===== src/rtl/pc_sequencer.sv =====
// Program counter / instruction register sequencer for the multi-cycle CPU.
// Optional PC_MISALIGN_TRAP_EN adds a TRAP state and a misalign output for unaligned next-PC.
module pc_sequencer #(
   parameter logic [31:0] RESET_PC = 32'h0000_0000,
   parameter int          CNT_W    = 32
) (
   input  logic             clk,
   input  logic             rst_n,
   output logic             imem_req,
   input  logic             imem_ready,
   output logic [31:0]      imem_addr,
   input  logic [31:0]      imem_rdata,
   output logic [31:0]      ir,
   output logic             ir_valid,
   output logic [31:0]      pc,
   output logic [31:0]      pc_plus4,
   input  logic             pc_commit,
   input  logic [1:0]       pc_src,
   input  logic             branch_take,
   input  logic [31:0]      rs_val,
   input  logic             halt,
`ifdef PC_MISALIGN_TRAP_EN
   output logic             misalign,
`endif
   output logic             halted,
   output logic [CNT_W-1:0] retired
);

`ifdef PC_MISALIGN_TRAP_EN
   typedef enum logic [2:0] {S_RST, S_FETCH, S_HOLD, S_HALT, S_TRAP} state_t;
`else
   typedef enum logic [1:0] {S_RST, S_FETCH, S_HOLD, S_HALT} state_t;
`endif

   state_t           state_q, state_d;
   logic [31:0]      pc_q, pc_d;
   logic [31:0]      ir_q, ir_d;
   logic             ir_valid_q, ir_valid_d;
   logic             imem_req_q, imem_req_d;
   logic             halted_q, halted_d;
   logic [CNT_W-1:0] retired_q, retired_d;
   logic [31:0]      next_pc;
   logic [31:0]      br_off;
`ifdef PC_MISALIGN_TRAP_EN
   logic             misalign_q, misalign_d;
`endif

   assign pc_plus4 = pc_q + 32'd4;
   assign br_off   = {{14{ir_q[15]}}, ir_q[15:0], 2'b00};

   always_comb begin
      next_pc = pc_plus4;
      case (pc_src)
         2'b01:   next_pc = branch_take ? (pc_plus4 + br_off) : pc_plus4;
         2'b10:   next_pc = {pc_plus4[31:28], ir_q[25:0], 2'b00};
         2'b11:   next_pc = rs_val;
         default: next_pc = pc_plus4;
      endcase
   end

   always_comb begin
      state_d    = state_q;
      pc_d       = pc_q;
      ir_d       = ir_q;
      ir_valid_d = ir_valid_q;
      imem_req_d = imem_req_q;
      halted_d   = halted_q;
      retired_d  = retired_q;
`ifdef PC_MISALIGN_TRAP_EN
      misalign_d = misalign_q;
`endif
      case (state_q)
         S_RST: begin
            state_d    = S_FETCH;
            imem_req_d = 1'b1;
         end
         S_FETCH: begin
            if (imem_ready) begin
               ir_d       = imem_rdata;
               ir_valid_d = 1'b1;
               imem_req_d = 1'b0;
               state_d    = S_HOLD;
            end
         end
         S_HOLD: begin
            if (pc_commit) begin
               pc_d       = next_pc;
               retired_d  = retired_q + CNT_W'(1);
               ir_valid_d = 1'b0;
`ifdef PC_MISALIGN_TRAP_EN
               // Misalignment wins over halt so the fault is always visible.
               if (next_pc[1:0] != 2'b00) begin
                  state_d    = S_TRAP;
                  halted_d   = 1'b1;
                  misalign_d = 1'b1;
               end else
`endif
               if (halt) begin
                  state_d  = S_HALT;
                  halted_d = 1'b1;
               end else begin
                  state_d    = S_FETCH;
                  imem_req_d = 1'b1;
               end
            end
         end
         default: ;
      endcase
   end

   always_ff @(posedge clk or negedge rst_n) begin
      if (!rst_n) begin
         state_q    <= S_RST;
         pc_q       <= RESET_PC;
         ir_q       <= 32'h0;
         ir_valid_q <= 1'b0;
         imem_req_q <= 1'b0;
         halted_q   <= 1'b0;
         retired_q  <= '0;
`ifdef PC_MISALIGN_TRAP_EN
         misalign_q <= 1'b0;
`endif
      end else begin
         state_q    <= state_d;
         pc_q       <= pc_d;
         ir_q       <= ir_d;
         ir_valid_q <= ir_valid_d;
         imem_req_q <= imem_req_d;
         halted_q   <= halted_d;
         retired_q  <= retired_d;
`ifdef PC_MISALIGN_TRAP_EN
         misalign_q <= misalign_d;
`endif
      end
   end

   assign pc        = pc_q;
   assign imem_addr = pc_q;
   assign ir        = ir_q;
   assign ir_valid  = ir_valid_q;
   assign imem_req  = imem_req_q;
   assign halted    = halted_q;
   assign retired   = retired_q;
`ifdef PC_MISALIGN_TRAP_EN
   assign misalign  = misalign_q;
`endif

endmodule


===== config.mk =====
export PLATFORM = sky130hd
export DESIGN_NAME = pc_sequencer
export DESIGN_NICKNAME = d
export VERILOG_FILES = /design/src/rtl/pc_sequencer.sv
export SDC_FILE = /design/constraint.sdc
export NUM_CORES = 1
export LEC_CHECK = 0
export ABC_CLOCK_PERIOD_IN_PS = 9400
export CAP_MARGIN = 25
export CORE_ASPECT_RATIO = 1.4
export CORE_MARGIN = 4
export CORE_UTILIZATION = 52
export CTS_BUF_LIST = sky130_fd_sc_hd__clkbuf_8
export DETAILED_ROUTE_END_ITERATION = 12
export GPL_TIMING_DRIVEN = 0
export MAX_ROUTING_LAYER = met4
export PLACE_DENSITY = 0.95
export SETUP_SLACK_MARGIN = 0.3
export SLEW_MARGIN = 25
export SYNTH_ARGS = -nofsm -noshare
export SYNTH_HDL_FRONTEND = slang
export SYNTH_SLANG_ARGS = --single-unit

===== constraint.sdc =====
create_clock -name clk -period 9.4 [get_ports clk]
set_input_delay 1.88 -clock clk [delete_from_list [all_inputs] [get_ports clk]]
set_output_delay 1.88 -clock clk [all_outputs]
set_load 0.01 [all_outputs]

Yosys cells after proc, flatten, opt, wreduce, memory -nomap -nowiden
Index checks and enable logic that the tools add are counted.
{ "word_totals": {"in_bits": 72, "word_cells": 40, "out_inout_bits": 163, "regBits": 101} }
{ "classes": {"muxes": 13, "eq_ne": 8, "addsub": 3, "n_reduce_logical": 9} }
{ "op_table": {"columns": ["operator", "count"], "rows": [
  ["32-bit one-hot mux with 3 select lines", 1],
  ["32-bit by 1-bit adder with 32-bit output (second input constant)", 1],
  ["32-bit by 3-bit adder with 32-bit output (second input constant)", 1],
  ["32-bit adder", 1],
  ["32-bit 2-to-1 mux", 1],
  ["3-bit AND reduction", 3],
  ["2-bit == test (second input constant)", 3],
  ["2-bit 2-to-1 mux", 3],
  ["2-bit != test (second input constant)", 3],
  ["2-bit one-hot mux with 3 select lines", 1],
  ["1-bit 2-to-1 mux", 5],
  ["2-bit by 1-bit == test with 1-bit output (second input constant)", 2],
  ["2-bit AND reduction", 2],
  ["4-bit AND reduction", 1],
  ["1-bit one-hot mux with 3 select lines", 1],
  ["3-bit nonzero test", 1],
  ["2-bit logical NOT", 1],
  ["1-bit one-hot mux with 2 select lines", 1],
  ["2-bit nonzero test", 1]
]} }

Longest topological paths before layout
{ "logic_depth": {"ltp_word": 4, "depth_mapped": 17, "depth_no_buf": 16} }

Worst setup path before layout
OpenSTA, ideal clock, no wires.
{ "synth_path": {"kind": "reg2out", "from": "register pc_q[2], in the netlist imem_addr[2]", "to": "output port pc_plus4[26]", "t_arrival_ns": 1.951, "slack_ns": 5.569, "stages_incl_launch_ff": 7, "path_cell_list": "dfrtp_1 > ha_1 > nand4_1 > nor4_4 > nand3_2 > nor3_1 > xor2_1"} }
{ "synth_between": {"elab_chain_len": 1} }
{ "synth_rtl": {"columns": ["element", "line", "rtl"], "rows": [
  ["start, declared", "36", "logic [31:0] pc_q, pc_d;"],
  ["start signal, assigned", "125", "pc_q <= pc_d;"],
  ["32-bit by 3-bit adder with 32-bit output", "48", "assign pc_plus4 = pc_q + 32'd4;"],
  ["end, declared", "16", "output logic [31:0] pc_plus4,"]
]} }
Every way passes these cells.

Final worst setup path
Same ends and word-level chain as after synthesis.

==> flow_summary.json <==
{
  "grt_use_total_pct": 33.46,
  "synth.most_common_cell": "dfrtp_1",
  "slowest_stage": "dfrtp_1",
  "synth_top_family_by_area": "simple AND/OR/NAND/NOR gates",
  "crit_chain": "ha_1 -> nand4_1 -> nor4_4 -> nand3_2 -> nor3_1 -> xor2_1 -> clkdlybuf4s50_1",
  "netlist.area_leader.share_pct": 34.10,
  "antenna_found_initial": 1,
  "pwr_density_cell_mw_per_mm2": 333.7,
  "coreArea_mm2": 0.01397,
  "grt_start_max_net_pins": 55,
  "dpl.hpwl_um": 19860,
  "cts_max_path_buffers": 2,
  "hp-class": "reg -> reg",
  "worst_slack_ps": 3833,
  "reg2reg_slack_ps": 4880,
  "syn_nets": 910,
  "final_layout_size_suffix_gt1_share_pct": 13.62,
  "synth_commonest_cells": "dfrtp_1, nand2_1, nor2_1",
  "crit_required_ps": 7520,
  "clk-insertion-delay-late_ps": 400,
  "ys_seq_area_share_pct": 34.10,
  "row_count": 51,
  "synth-xor-area-share_pct": 9.336,
  "synth.area.top_cells": "dfrtp_1, mux2_2, ha_1",
  "cts_buffers": 9,
  "start_kind": "flip-flop",
  "die_y_um": 149.3,
  "die_area_mm2": 0.01625,
  "synthMuxAreaShare_pct": 9.100,
  "syn_area_mm2": 0.007411,
  "fin_crit_sh_pct": 59.22,
  "synth_fa_ha_area_share_pct": 6.517,
  "ys_seq_elements": 101,
  "synthFlopType": "dfrtp_1",
  "cts_hold_buf": 0,
  "routed_wirelength_um": 26290,
  "max_freq_ghz": 0.1796,
  "overflow": 0,
  "dr.pass1.iters": 5,
  "p_leak_uw": 0.004302,
  "dp_cells": 1219,
  "cts.htree.levels": 3,
  "async_flop_share_pct": 100.0,
  "post_cts_buffers": 0,
  "grt_pass1_vias": 7806,
  "dr_total_vias": 7497,
  "clk_pin_slew_worst_paths_ps": 120,
  "hold_violations": 0,
  "critPathMaxFanout": 9,
  "ctsResizeCount": 0,
  "layout.cells.non_filler": 1237,
  "status": "finished, final reports clean",
  "drt_iter0_drc": 563,
  "slew_headroom_pct": 34.38,
  "grt_pass1_wl_um": 41120,
  "vias_per_cell": 6.061,
  "start_util_pct": 53.03,
  "cpPeakStageDelay_ps": 620,
  "cts.sinks": 101,
  "post_synth_and_or_nand_nor_area_fraction_pct": 17.41,
  "synth-compound-area-share_pct": 16.82,
  "arrival_ps": 3690,
  "io_buffers": 233,
  "cts_tree": "done",
  "pin_count": 235,
  "yosysTopAreaCell": "dfrtp_1",
  "yosysUniqueCellTypes": 75,
  "period_needed_ps": 5567,
  "area_growth_pct": 37.95,
  "route.detailed.drc": 0,
  "ys_warn_count": 0,
  "max_cap_violations": 0,
  "setup_viol": 0,
  "cts_root_buffer": "clkbuf_8",
  "gp_congestion": 0.9943,
  "dp_slack_ps": 4376,
  "tns_ps": 0,
  "wl_per_cell_um": 21.26,
  "rsz0062_at_grt": "no",
  "vdd_drop_max_uv": 231.8,
  "maxSlewViolCount": 0,
  "tightest_slew_ps": 984.4,
  "crit_type": "reg -> out",
  "layout.nets": 1155,
  "synth_edf_count": 0,
  "die_width_um": 108.9,
  "worst_setup_path_end_kind": "output pin",
  "avgSynthCellArea_um2": 9.264,
  "skew_ps": 21.84,
  "syn_inst": 800,
  "postRouteAntennaNets": 0
}
[metrics by stage]
stage | utilization, % | hold slack [ps] | instance area (um2) | total power (uW)
final | 73.16 | 488.5 | 10220 | 3412
after global routing | 73.14 | 520.3 | 10220 | 3639
after CTS | 73.12 | 489.1 | 10220 | 3379
after detailed placement | 71.58 | 460.6 | 10000 | 3062
after global placement | 71.38 | 442.2 | 9975 | 3018
after floorplan | - | 493.2 | 7411 | 2142
[final cells by class]
class | count | area, um2
flip-flops and latches | 101 | 2527
inverters | 21 | 78.83
repair buffers | 234 | 2361
plain buffers | 66 | 419.2
fillers | 972 | 3751
clock inverters | 7 | 91.34
diodes | 2 | 5.005
clock buffers | 9 | 123.9
multi-input cells | 612 | 4385
well taps | 185 | 231.5
[power by group]
group,leakage (uW),internal [uW],switching [uW]
clock network,0.000105,108,194
logic,0.00295,1170,1140
registers,0.00125,578,225
[flip-flops by register name, indices dropped and copies added, names as in the netlist]
signal     count
ir_valid       1
retired       32
ir            32
imem_addr     32
imem_req       1
state_q        2
halted         1
[worst max-delay path: cells and delay by family (launching register included)]
family	cells	cell delay, ps
simple gates	4	1470
flops	1	620
buf+inv	1	590
fa+ha+maj	1	360
xor+xnor	1	260
[routing by layer]
metal | part of all wire, % | vias up | track usage [%]
met4 | 5.0 | 0 | 16.30
met2 | 51 | 456 | 56.98
met3 | 7.8 | 106 | 5.803
li1 | - | 3330 | -
met5 | 0 | - | -
met1 | 36 | 3605 | 37.50
[cell usage in the layout, fill, tap and decap left out, drive strengths merged, types with 33 or more instances in the layout]
cell type,n
a21oi,42
buf,49
clkdlybuf4s50,232
dfrtp,101
ha,37
mux2,56
nand2,79
nand3,33
nor2,73
o21ai,35
xnor2,48
[final timing paths]
check | cells after the start | start | endpoint
worst max register to register | 16 | imem_addr[2]$_DFFE_PN0P_ | imem_addr[29]$_DFFE_PN0P_
max in group asynchronous | 2 | rst_n | imem_addr[7]$_DFFE_PN0P_
worst min-delay path | 1 | halted$_DFFE_PN0P_ | halted$_DFFE_PN0P_
min in group asynchronous | 1 | rst_n | retired[24]$_DFFE_PN0P_
worst min register to register | 1 | halted$_DFFE_PN0P_ | halted$_DFFE_PN0P_
worst max-delay path | 7 | imem_addr[2]$_DFFE_PN0P_ | pc_plus4[26]
[logic make-up after synthesis]
logic type | after synthesis
simple gates | 257
compound gates | 178
flops | 101
buf+inv | 87
xor+xnor | 79
mux | 60
fa+ha+maj | 38
Power figures use the tool's default switching activity.
==> RTL change 1, RTL diff (same flow settings) <==
Reset style: synchronous (`rst_n`), changed in one clocked block.
--- a/src/rtl/pc_sequencer.sv
+++ b/src/rtl/pc_sequencer.sv
@@ -109,5 +109,5 @@
    end
 
-   always_ff @(posedge clk or negedge rst_n) begin
+   always_ff @(posedge clk) begin
       if (!rst_n) begin
          state_q    <= S_RST;
Function: differs if rst_n is asserted again (counterexample within 4 cycles, from zero or initial values and one cycle with rst_n low); with rst_n held inactive, the same outputs for 4 cycles.
==> RTL change 1 against the unedited design <==
  * Sequential cell count did not move
  * Worst setup slack improved by 0.27 ns
  * Design area barely moved
  * Routed wire length rose by 2.9%
  * Largest cell class unchanged
  * Via count rose by 11%
  * Register-to-register slack got worse by 0.54 ns
  * Synthesized area rose by 0.68%
  * Critical path depth fell by 1
  * Die area rose by 0.63%
Power is left out: it rests on default switching activity, and per cell area and clock period it moved more than threefold.
==> RTL change 1: results (changes against the unedited design) <==
| Metric | Value |
|---|---|
| Via/cell ratio | `5.93 (-2.2%)` |
| Adder-Cell Fraction of Synth Area | `6.47% (-0.044 points)` |
| Worst Skew | `0.00898 ns (-0.0129 ns)` |
| Gate Count Post-Synth | `971 (+21%)` |
| Max_slew headroom | `32.2% (-2.1 points)` |
| GP Congestion | `1.02 (+2.9%)` |
| Buffers, non-clock | `313 (+4.3%)` |
| Worst setup path endpoint | `pc_plus4[31]` |
| Sequential Area | `2020 um^2 (-20%)` |
| Post CTS Setup Buffer Count | `0 (unchanged)` |
| FF-to-FF path depth | `15 (-1)` |
| Multiplexer share of the synthesized area | `2.99% (-6.1 points)` |
| Initial DRC count | `710 (+26%)` |
| Data buffer area share | `28.3% (+1.1 points)` |
| Crit path DAT | `3.42 ns (-0.27 ns)` |
| Max FO, Critical Path | `8 (-1)` |
| Ys flop type | `dfxtp_1` |
| R2R setup slack | `4.34 ns (-0.54 ns)` |
| Inverter count | `22 (+4.8%)` |
| Fraction of area in clock buffers and inverters | `2.13% (+0.023 points)` |
| First-pass GRT wire length | `41900 um (+1.9%)` |
| Worst setup margin | `4.10 ns (+0.265 ns)` |
| Synth Area in Compound Gates | `22.7% (+5.9 points)` |
| Fraction of area in multi-input gates | `46.7% (+3.8 points)` |
| Detailed Routing Iterations Pass 1 | `5 (unchanged)` |
| Die X | `109 um (+0.31%)` |
| XOR/XNOR Fraction of Synth Area | `7.87% (-1.5 points)` |
| Post-synth cell types | `64 (-15%)` |
| Placed insts | `1387 (+14%)` |
| Reg2reg end | `imem_addr[31]` |
| Post-synth top cells | `163 x nand2_1, 101 x dfxtp_1, 79 x a21oi_1, 71 x o21ai_0, 54 x xnor2_1` |
| FFs w/ async S/R, synth | `0% (-100 points)` |
| Detailed Route WL | `27100 um (+2.9%)` |
| I/O Buffers | `231 (-0.86%)` |
| Nets@finish | `1323 (+15%)` |
| Syn nets | `1081 (+19%)` |
| N_diodes | `1 (-1)` |
| Vias in the first global route | `8346 (+6.9%)` |
| Routed WL per cell | `19.3 um (-9.3%)` |
| Clk Latency, worst-skew pair | `0.39 ns` |
| Status | `complete, no violations` |
| Fill cell count | `1037 (+6.7%)` |
| Pre-CTS setup slack | `4.45 ns (+0.0697 ns)` |
| Synth top area cells | `dfxtp_1 27%, nand2_1 8.2%, xnor2_1 6.3%, ha_1 6.2%, a21oi_1 5.3%` |
| Detailed placement HPWL | `21200 um (+6.7%)` |
| Post-DP Area | `10000 um^2 (about the same)` |
| Share of layout cells above drive strength 1 | `7.14% (-6.5 points)` |
| Tot GR Track Use | `33.8% (+0.30 points)` |
| Clock Sinks | `101 (unchanged)` |
| #MultiIn Comb | `766 (+25%)` |
| Finished Core Util | `73.2% (about the same)` |
RTL change 1: worst min path at each step:
stage	start	end	slack [ns]	depth (start not counted)
after floorplan	ir[31]	ir[31]	0.49	2
final	ir[28]	ir[28]	0.47	2
after global routing	ir[28]	ir[28]	0.49	2
after global placement	ir[29]	ir[29]	0.45	2
after CTS	ir[28]	ir[28]	0.48	2
after detailed placement	ir[28]	ir[28]	0.46	2
RTL change 1: worst max-delay path, stage by stage (launching register included):
cell and delay (ns):
dfxtp_1 0.51, nand4_1 0.34, nor4_2 0.70, nand4_1 0.25, xor2_1 0.53, inv_1 0.14, clkdlybuf4s50_1 0.55
RTL change 1: layer usage:
layer	vias up	track usage (%)	routed length (um)
met5	-	-	0
met4	0	20.3	1530
met3	120	7.98	2470
met2	456	55.2	13400
met1	3863	36.9	9700
li1	3884	-	-
==> RTL change 2, RTL diff (same settings) <==
Made on the original files. The parameter `CNT_W` goes from 32 to 64.
--- a/src/rtl/pc_sequencer.sv
+++ b/src/rtl/pc_sequencer.sv
@@ -3,5 +3,5 @@
 module pc_sequencer #(
    parameter logic [31:0] RESET_PC = 32'h0000_0000,
-   parameter int          CNT_W    = 32
+   parameter int          CNT_W    = 64
 ) (
    input  logic             clk,
Interface: changed (resized retired); port bits go from 235 to 267. The function was not compared with the original's and may differ.
==> RTL change 2 against the unedited design <==
  * Core utilization rose by 0.23 points
  * Via count grew 12%
  * Total power up 9.9%
  * Design area up 16%
  * Sequential share of layout area is 3.4 points higher
  * Synthesized area is 14% higher
  * Routed wire length rose by 11%
  * Sequential cell count is 32 higher
  * Worst setup slack gained 0.22 ns
  * Critical path type unchanged
==> RTL change 2: results (changes against the unedited design) <==
| Metric | Value |
|---|---|
| Post-route minimum period | `5.35 ns (-0.219 ns)` |
| Post-synth cell types | `65 (-13%)` |
| Sequential fraction of the synthesis area | `39.3% (+5.1 points)` |
| Nets@finish | `1285 (+11%)` |
| First-pass GRT wire length | `46000 um (+12%)` |
| Largest net degree at the start of global routing | `83 (+51%)` |
| Share of layout cells above drive strength 1 | `10.4% (-3.2 points)` |
| Hold WS | `0.468 ns (-0.0207 ns)` |
| Status | `complete, no violations` |
| Post-DP Area | `11400 um^2 (+14%)` |
| Detailed Route WL | `29300 um (+11%)` |
| Max_slew headroom | `31.2% (-3.2 points)` |
| M1 wire length | `9940 um (+5.1%)` |
| Internal | `2.15 mW (+16%)` |
| CP startpoint | `imem_addr[4]` |
| Max stage delay cell, worst path | `clkdlybuf4s50_1` |
| Clk slew on worst S/H paths | `0.09 ns (-0.03 ns)` |
| R2R setup slack | `4.98 ns (+0.10 ns)` |
| Worst Skew | `0.0116 ns (-0.0102 ns)` |
| Maximum vdd drop | `0.000182 V (-21%)` |
| Fin cells | `1386 (+12%)` |
| XOR/XNOR Fraction of Synth Area | `11.5% (+2.1 points)` |
| Reg2reg end | `imem_addr[25]` |
| Total CTS buffers | `17 (+8)` |
| Adder-Cell Fraction of Synth Area | `5.84% (-0.67 points)` |
| I/O Buffers | `264 (+13%)` |
| Metal3 WL | `2980 um (+44%)` |
| Initial DRC count | `639 (+13%)` |
| Tightest Pin Transition | `1.03 ns (+0.0478 ns)` |
| Tot GR Track Use | `32.6% (-0.84 points)` |
| Detailed placement HPWL | `22100 um (+11%)` |
| Gate Count Post-Synth | `890 (+11%)` |
| Syn nets | `1001 (+10%)` |
| Pre-CTS setup slack | `4.61 ns (+0.230 ns)` |
| Clk. pwr | `0.509 mW (+69%)` |
| Synth Area in Compound Gates | `13.6% (-3.2 points)` |
| GP Congestion | `0.969 (-2.5%)` |
| Synth top area cells | `dfrtp_1 39%, xnor2_1 7.7%, ha_1 5.6%, mux2_2 5.4%, nand2_1 4.2%` |
| CTS H-tree depth | `4 (+1)` |
| Crit path DAT | `3.47 ns (-0.22 ns)` |
| GR Util met2 | `54.1% (-2.8 points)` |
| Multiplexer share of the synthesized area | `7.69% (-1.4 points)` |
| Worst setup path endpoint | `pc_plus4[27]` |
| Vias in the first global route | `8818 (+13%)` |
-- RTL change 2: changes by cell type after synthesis, sizes merged, moves of 7 or more --
| cell | unedited run | this run |
|---|---|---|
| dfrtp | 101 | 133 |
| mux2 | 56 | 41 |
| nor2 | 73 | 62 |
| xnor2 | 48 | 75 |
| nand2 | 79 | 95 |
| a21oi | 42 | 53 |
| mux2i | 4 | 19 |
| and3 | 7 | 21 |
| nor3 | 9 | 16 |
-- RTL change 2: cell type report --
| cell class | count | area (um^2) | area share, % |
|---|---|---|---|
| timing repair buffer | 265 | 2680 | 22.6 |
| clock inverter | 14 | 166 | 1.41 |
| tap | 199 | 249 | 2.11 |
| clock buffer | 18 | 248 | 2.10 |
| sequential | 133 | 3330 | 28.2 |
| buffer | 57 | 343 | 2.90 |
| inverter | 23 | 86.3 | 0.731 |
| multi-input combinational | 677 | 4720 | 40.0 |
